--- config.mk ---
export PLATFORM = sky130hd
export DESIGN_NAME = fetch_unit
export DESIGN_NICKNAME = d
export VERILOG_FILES = /design/src/rtl/fetch_pkg.sv /design/src/rtl/fetch_fifo.sv /design/src/rtl/fetch_unit.sv
export SDC_FILE = /design/constraint.sdc
export NUM_CORES = 1
export LEC_CHECK = 0
export ABC_AREA = 1
export CAP_MARGIN = 20
export CORE_ASPECT_RATIO = 0.7
export CORE_MARGIN = 2
export CORE_UTILIZATION = 25
export CTS_CLUSTER_DIAMETER = 40
export DETAILED_ROUTE_END_ITERATION = 10
export GPL_ROUTABILITY_DRIVEN = 0
export GPL_TIMING_DRIVEN = 1
export PLACE_DENSITY = 0.41
export RECOVER_POWER = 25
export SYNTH_ARGS = -nofsm -noshare
export SYNTH_HDL_FRONTEND = slang
export SYNTH_SLANG_ARGS = --single-unit
--- constraint.sdc ---
create_clock -name clk -period 7.4 [get_ports clk]
set_clock_uncertainty 0.15 [all_clocks]
set_input_delay 1.48 -clock clk [delete_from_list [all_inputs] [get_ports clk]]
set_output_delay 1.48 -clock clk [all_outputs]
set_load 0.02 [all_outputs]
--- src/rtl/fetch_pkg.sv ---
// Shared definitions for the instruction fetch unit: FSM encoding and default geometry.
// The HALT state is only reachable when FETCH_MISALIGN_EN is defined.
package fetch_pkg;

  localparam int DEF_ADDR_W = 32;
  localparam int DEF_DATA_W = 32;
  localparam logic [DEF_ADDR_W-1:0] DEF_RESET_PC = '0;

  typedef enum logic [1:0] {
    INIT = 2'd0,
    RUN  = 2'd1,
    HALT = 2'd2
  } fetch_state_e;

  // Bytes covered by one instruction word; the fetch PC advances by this much.
  function automatic int step_bytes(input int data_w);
    return data_w / 8;
  endfunction

endpackage

--- src/rtl/fetch_fifo.sv ---
// Instruction queue: power-of-two circular buffer with push/pop/flush and an occupancy count.
// Flush (and reset) win over push and pop in the same cycle.
module fetch_fifo #(
  parameter int WIDTH = 64,
  parameter int DEPTH = 4
) (
  input  logic                     clk,
  input  logic                     rst,
  input  logic                     flush,
  input  logic                     push,
  input  logic [WIDTH-1:0]         push_data,
  input  logic                     pop,
  output logic [WIDTH-1:0]         head,
  output logic                     empty,
  output logic [$clog2(DEPTH):0]   count
);

  localparam int PTR_W = $clog2(DEPTH);
  localparam logic [PTR_W-1:0] PTR_ONE  = PTR_W'(1);
  localparam logic [PTR_W:0]   CNT_ONE  = (PTR_W+1)'(1);
  localparam logic [PTR_W:0]   FULL_CNT = (PTR_W+1)'(DEPTH);

  logic [WIDTH-1:0] mem [DEPTH];
  logic [PTR_W-1:0] rd_ptr;
  logic [PTR_W-1:0] wr_ptr;
  logic             full;
  logic             do_push;
  logic             do_pop;
  logic             clear;

  assign clear   = rst || flush;
  assign empty   = (count == '0);
  assign full    = (count == FULL_CNT);
  assign do_pop  = pop && !empty;
  // A push into a full queue is only legal when the head leaves in the same cycle.
  assign do_push = push && (!full || do_pop);
  assign head    = mem[rd_ptr];

  always_ff @(posedge clk) begin
    if (clear) begin
      rd_ptr <= '0;
      wr_ptr <= '0;
      count  <= '0;
    end else begin
      if (do_push) wr_ptr <= wr_ptr + PTR_ONE;
      if (do_pop)  rd_ptr <= rd_ptr + PTR_ONE;
      if (do_push && !do_pop) begin
        count <= count + CNT_ONE;
      end else if (do_pop && !do_push) begin
        count <= count - CNT_ONE;
      end
    end
  end

  always_ff @(posedge clk) begin
    if (do_push && !clear) begin
      mem[wr_ptr] <= push_data;
    end
  end

endmodule

--- src/rtl/fetch_unit.sv ---
// Instruction fetch unit: sequential PC fetch from a 1-cycle-latency ROM into a decode queue,
// with jump/exception redirects. Define FETCH_MISALIGN_EN to halt on misaligned redirect targets.
module fetch_unit
  import fetch_pkg::*;
#(
  parameter int                ADDR_W   = DEF_ADDR_W,
  parameter int                DATA_W   = DEF_DATA_W,
  parameter int                QDEPTH   = 4,
  parameter logic [ADDR_W-1:0] RESET_PC = ADDR_W'(DEF_RESET_PC)
) (
  input  logic              clk,
  input  logic              rst,
  input  logic              jmp_valid,
  input  logic [ADDR_W-1:0] jmp_addr,
  input  logic              excpt,
  input  logic [ADDR_W-1:0] excpt_pc,
  output logic              rom_ce,
  output logic [ADDR_W-1:0] rom_addr,
  input  logic [DATA_W-1:0] rom_data,
  output logic              id_valid,
  input  logic              id_ready,
  output logic [ADDR_W-1:0] id_pc,
  output logic [DATA_W-1:0] id_inst,
  output logic              misalign_err,
  output fetch_state_e      fsm_state
);

  // Handshake: the head moves to decode on a cycle where id_valid && id_ready are both high
  // at the rising edge; id_valid never depends on id_ready, and is forced low on reset/redirect.

  localparam int CNT_W = $clog2(QDEPTH) + 1;
  localparam logic [ADDR_W-1:0] PC_STEP  = ADDR_W'(step_bytes(DATA_W));
  localparam logic [CNT_W:0]    QDEPTH_L = (CNT_W+1)'(QDEPTH);

  fetch_state_e state;
  fetch_state_e state_next;

  logic [ADDR_W-1:0]        fetch_pc;
  logic [ADDR_W-1:0]        fetch_pc_next;
  logic [ADDR_W-1:0]        req_pc;
  logic [ADDR_W-1:0]        target;
  logic                     inflight;
  logic                     redirect;
  logic                     misaligned;
  logic                     fetch_en;
  logic                     push;
  logic                     pop;
  logic                     empty;
  logic [CNT_W-1:0]         count;
  logic [CNT_W:0]           occupancy;
  logic [ADDR_W+DATA_W-1:0] head;

  assign redirect = !rst && (excpt || jmp_valid);
  assign target   = excpt ? excpt_pc : jmp_addr;

`ifdef FETCH_MISALIGN_EN
  localparam logic [ADDR_W-1:0] ALIGN_MASK = PC_STEP - ADDR_W'(1);
  assign misaligned = |(target & ALIGN_MASK);
`else
  assign misaligned = 1'b0;
`endif

  // Outstanding ROM read counts against queue space so a response always has a slot.
  assign occupancy = {1'b0, count} + {{CNT_W{1'b0}}, inflight};

  always_comb begin
    state_next    = state;
    fetch_pc_next = fetch_pc;
    fetch_en      = 1'b0;
    case (state)
      INIT:    state_next = RUN;
      RUN:     fetch_en   = !redirect && (occupancy < QDEPTH_L);
      HALT:    state_next = HALT;
      default: state_next = INIT;
    endcase
    if (rst) begin
      fetch_en = 1'b0;
    end
    if (redirect) begin
      fetch_pc_next = target;
      state_next    = misaligned ? HALT : RUN;
    end else if (fetch_en) begin
      fetch_pc_next = fetch_pc + PC_STEP;
    end
  end

  always_ff @(posedge clk) begin
    if (rst) begin
      state        <= INIT;
      fetch_pc     <= RESET_PC;
      req_pc       <= '0;
      inflight     <= 1'b0;
      misalign_err <= 1'b0;
    end else begin
      state        <= state_next;
      fetch_pc     <= fetch_pc_next;
      inflight     <= fetch_en;
      misalign_err <= redirect && misaligned;
      if (fetch_en) begin
        req_pc <= fetch_pc;
      end
    end
  end

  // A response landing on a redirect cycle belongs to the abandoned stream.
  assign push = inflight && !redirect;
  assign pop  = id_valid && id_ready;

  fetch_fifo #(
    .WIDTH (ADDR_W + DATA_W),
    .DEPTH (QDEPTH)
  ) u_queue (
    .clk       (clk),
    .rst       (rst),
    .flush     (redirect),
    .push      (push),
    .push_data ({req_pc, rom_data}),
    .pop       (pop),
    .head      (head),
    .empty     (empty),
    .count     (count)
  );

  assign rom_ce    = fetch_en;
  assign rom_addr  = fetch_pc;
  assign id_valid  = !rst && !redirect && !empty;
  assign id_pc     = head[ADDR_W+DATA_W-1 -: ADDR_W];
  assign id_inst   = head[DATA_W-1:0];
  assign fsm_state = state;

endmodule
=== Yosys cells after proc, flatten, opt, wreduce, memory -nomap -nowiden ===
Memories as Yosys holds them, arrays and structs flattened. A register that Yosys moved wholly into a read port is not among the register bits.
Cells that the tools add are included.

* Memories kept: 1
* Input bits: 101
* Output and inout port bits: 101
* Memory bits (writable): 256
* Register bits: 74

* Add/subtract/negate cells: 6
* Equality and inequality tests: 4
* $lt $le $gt $ge: 1
* Reduce and logical (&&, ||, !) cells: 26
* Multiplexer cells: 13

{| class="wikitable"
|+ Memory list
! name !! depth !! bits a word !! rd ports !! clocked after Yosys merged registers in !! write ports !! RTL line !! source
|-
| u_queue.mem || 4 || 64 || 1 || 1 || 1 || fetch_fifo.sv:23 || <nowiki>logic [WIDTH-1:0] mem [DEPTH];</nowiki>
|}

{| class="wikitable"
|+ Operators with widths
! operator !! number
|-
| 32-bit 2-to-1 mux || 3
|-
| 32-bit by 3-bit adder with 32-bit output, second input constant || 1
|-
| 1-bit logical AND || 11
|-
| 1-bit logical NOT || 7
|-
| 3-bit 2-to-1 mux || 2
|-
| 2-bit one-hot mux with 3 select lines || 1
|-
| 1-bit 2-to-1 mux || 5
|-
| 2-bit by 1-bit adder with 2-bit output, second input constant || 2
|-
| 3-bit by 1-bit adder with 4-bit output || 1
|-
| 4-bit by 3-bit less-than comparator with 1-bit output, second input constant || 1
|-
| 2-bit 2-to-1 mux || 2
|-
| 2-bit nonzero test || 2
|-
| 3-bit by 1-bit adder with 3-bit output, second input constant || 1
|-
| 3-bit equality test, second input constant || 1
|-
| 3-bit logical NOT || 1
|-
| 1-bit logical OR || 3
|-
| 3-bit by 1-bit subtractor with 3-bit output, second input constant || 1
|-
| 2-bit by 1-bit equality test with 1-bit output, second input constant || 1
|-
| 2-bit equality test, second input constant || 1
|-
| 2-bit logical NOT || 1
|-
| 2-bit != test, second input constant || 1
|-
| 2-bit OR reduction || 1
|}

=== Longest topological paths before layout ===
* Depth in word-level cells: 13
* Depth in mapped cells: 16

=== Cells and area by module ===
A second synthesis with hierarchy kept.

* Cell total of the unflattened synthesis: 1301
* Area total of the unflattened synthesis: 13810.7 µm²

{| class="wikitable"
|+ By module, submodules not included
! module !! times used !! cells an instance !! seq. area each (µm²) !! area each (µm²)
|-
| fetch_fifo || 1 || 691 || 7867.5 || 9994.6
|-
| fetch_unit || 1 || 610 || 1341.3 || 3816.2
|}

=== Least setup slack after synthesis ===
No wires, ideal clock.

* Kind: input to register
* Start: input excpt
* End: memory u_queue.mem[0][0] (enable)
* Arrival time: 5037 ps
* Data required time: 6764 ps
* Library setup time: 486 ps
* Path buffers: 2
* Stages on the path: 11
* Path slack: 1727 ps
* Cells stage by stage: buf_6 > inv_6 > nand2_8 > nand2_4 > buf_6 > inv_2 > nor2_1 > nand2_1 > inv_1 > nand2_1 > nor2_1

* Word-level cells in the longest chain between the ends: 12
* Elaborated cells between the ends (all ways): 15
* Those cells by class: mux (2); reduce/logical (13)

{| class="wikitable"
|+ RTL lines
! what !! RTL line !! source
|-
| from (decl) || fetch_unit.sv:15 || <nowiki>input logic excpt,</nowiki>
|-
| 1-bit logical OR * || fetch_unit.sv:53 || <nowiki>assign redirect = !rst && (excpt || jmp_valid);</nowiki>
|-
| 1-bit logical AND * || fetch_unit.sv:53 ||
|-
| 1-bit logical NOT || fetch_unit.sv:106, fetch_unit.sv:126 ||
|-
| 1-bit logical AND (2 in a row) || fetch_unit.sv:126 || <nowiki>assign id_valid = !rst && !redirect && !empty;</nowiki>
|-
| 1-bit logical AND || fetch_unit.sv:107 || <nowiki>assign pop = id_valid && id_ready;</nowiki>
|-
| 1-bit logical AND || fetch_fifo.sv:34 || <nowiki>assign do_pop = pop && !empty;</nowiki>
|-
| 1-bit logical OR || fetch_fifo.sv:36 || <nowiki>assign do_push = push && (!full || do_pop);</nowiki>
|-
| 1-bit logical AND || fetch_fifo.sv:36 ||
|-
| 1-bit logical AND * || fetch_fifo.sv:56 || <nowiki>if (do_push && !clear) begin</nowiki>
|-
| 1-bit 2-to-1 mux * || fetch_fifo.sv:56 ||
|-
| 1-bit 2-to-1 mux (implied by the code) * || fetch_fifo.sv:57 || <nowiki>mem[wr_ptr] <= push_data;</nowiki>
|-
| to (decl) || fetch_fifo.sv:23 ||
|}

Mark *: on every way between the ends. The rest lies on a longest branch, timed or not.

=== Worst setup path after layout ===
* Start: input excpt
* End: output id_valid

* Word-level cells in the longest chain between the ends: 5

{| class="wikitable"
|+ RTL lines
! what !! RTL line !! source
|-
| 1-bit logical OR || fetch_unit.sv:53 ||
|-
| 1-bit logical AND || fetch_unit.sv:53 ||
|-
| 1-bit logical NOT || fetch_unit.sv:126 ||
|-
| 1-bit logical AND (2 in a row) || fetch_unit.sv:126 ||
|-
| to (decl) || fetch_unit.sv:20 || <nowiki>output logic id_valid,</nowiki>
|}

No other way between the ends.

==> reports/results.ini <==
[logic_synthesis]
ys_ff_latch=332
yosys.cell_types.count=43
ys_seq_area_share_pct=67.1
synth-async-reset-ratio_pct=0
synthesis.area_um2=13700
synthCells=1282
synth_edf_count=256
syn_nets=1390
synth_ff_type=edfxtp_1
synth.avg_cell_area_um2=10.7
ys.warnings.count=0

[global_route]
grt_pass1_vias=9711
grt_use_met3_pct=3.03
use_met1_pct=19.6
groute.usage.overall_pct=13.8
gr-max-usage-layer=met2
grt_max_degree=87
gr-total-overflow=0
grt_use_met2_pct=21.6
antenna_found_initial=0
grt_pass1_wl_um=60300

[cts]
htreeDepth=2
hold_buffers=0
post_cts_buffers=0
cts_tree=done
cts.repair.resized=0
clockBufferDepth=3
cts.clk_slew.worst_paths_ns=0.05
clock_latency_ns=0.56
cts-root-buf=clkbuf_16
numCtsBuffers=51
cts_sinks=332

[place]
dp_hpwl_um=25100
place_ws_ns=1.72
portBuffers=200

[cells_and_area]
area_growth_pct=32.5
ff_latch_area_um2=9210
antenna_cells=0
multiInputGateArea_um2=3940
final_layout_size_suffix_gt1_share_pct=9.01
fillers=5487
layout_common_cells=256 x edfxtp_1, 239 x nor2_1, 187 x clkdlybuf4s50_1
layout.nets=1587
mostFrequentLayoutCell=edfxtp_1

[power_and_ir_drop]
power_density_nw_per_um2=260
totalPowerFinal_w=0.00472
p_leak_nw=6.29
peakVddDrop_mv=0.127

[timing]
fmax_mhz=178
tightest_slew_ns=1.06
finalHoldViolCount=0
fin_hold_ws_ns=0.346
rsz0062_at_grt=no
fin_setup_tns_ns=0
fin_crit_ns=5.61
final.setup.worst_slack_ns=1.79
drv_slew=0
setup_viol=0
post-route-period-util_pct=75.8
max-slew-margin-rel_pct=29.2

[critical_path]
r2r_setup_slack_ns=4.60
cp_cell_sequence=clkdlybuf4s50_1 > buf_4 > inv_6 > nand2_8 > nor2_8 > clkinv_1 > a21oi_1 > clkdlybuf4s50_1
path_class=input port to primary output
cp.required_ns=5.77
cp-start-kind=input port
worstPathArrival_ns=3.98
worst_setup_path_end_kind=primary output
cp_slowest_cell=clkdlybuf4s50_1
crit_top_cell=clkdlybuf4s50_1
timing.critical_path.buf_inv=5
reg2reg_from=u_queue.count[0]
crit_start=excpt
crit_fanout=33
cp_top_family=buffers and inverters
cpPeakStageDelay_ns=0.64

[route]
via_count=9977
finalWirelength_um=39900
drt_iter0_markers=584
drt-wirelength-per-cell_um=17.7
via_per_inst=4.43
drc_errors=0
drtAntennaViolNets=0
dr.pass1.iters=5

[floorplan]
pin_count=202
core_um2=54000
rows=71
die_w_um=284
start_util_pct=25.4
dieArea_um2=56800
dieHeight_um=200

[min_path]
hp-start=req_pc[5]
hp-class=register to register

[run]
max-cap-violations=0

[status]
status=finished, final reports clean

## layout make-up
| type | count | area share [%] |
|---|---|---|
| clock buffer | 59 | 7.58 |
| clock inverter | 35 | 2.02 |
| inverter | 64 | 1.39 |
| multi-input combinational | 816 | 21.7 |
| sequential | 332 | 50.6 |
| tap | 730 | 5.02 |
| timing repair buffer | 214 | 11.7 |
## sequential cells by signal, indices dropped and copies added (netlist names), named ones only
register	count
u_queue.count	3
fsm_state	2
u_queue.rd_ptr	2
rom_addr	32
inflight	1
u_queue.wr_ptr	2
req_pc	32
u_queue.mem	256
## cells by family after synthesis
group | Yosys count | share of synthesized area, %
simple gates | 487 | 14.5
flops | 332 | 67.1
compound gates | 314 | 12.8
buf+inv | 134 | 4.46
fa+ha+maj | 7 | 0.693
xor+xnor | 6 | 0.383
other cells | 1 | 0.0273
mux | 1 | 0.0729
## per-layer routing
layer	share of wire, %	up-vias	wire [µm]
li1	-	4911	-
met1	50	4849	19800
met2	44	174	17600
met3	4.6	43	1830
met4	1.4	0	574
met5	0	-	0
## cells in the mapped netlist (all sizes together), types with 7 or more instances
master | count | area [µm²]
nor3 | 7 | 35.0
nand3 | 40 | 213
buf | 25 | 193
inv | 62 | 243
clkbuf | 45 | 169
edfxtp | 256 | 7690
a211oi | 7 | 87.6
o22ai | 65 | 407
o21ai | 171 | 860
dfxtp | 76 | 1520
nand2 | 182 | 717
a21oi | 56 | 284
nor2 | 249 | 973
## where the power goes
part / internal [W] / switching [W]
Sequential: 0.00203 / 0.0000384
Clock: 0.00153 / 0.000894
Combinational: 0.000106 / 0.000125
Total: 0.00366 / 0.00106
## per-stage QoR
stage	area, µm²	instances	utilization (%)
after CTS	18200	2250	33.7
final	18200	2250	33.7
after detailed placement	16400	2156	30.5
after global placement	16400	2156	30.5
after floorplan	13700	1282	-
after global routing	18200	2250	33.7
## final timing paths
path                                      endpoint  cells past startpoint
worst max-delay path                      id_valid                      8
worst min-delay path            u_queue.mem[3][37]                      0
worst max register to register  u_queue.mem[1][39]                      9
worst min register to register  u_queue.mem[3][37]                      0
Power figures use the tool's default switching activity.
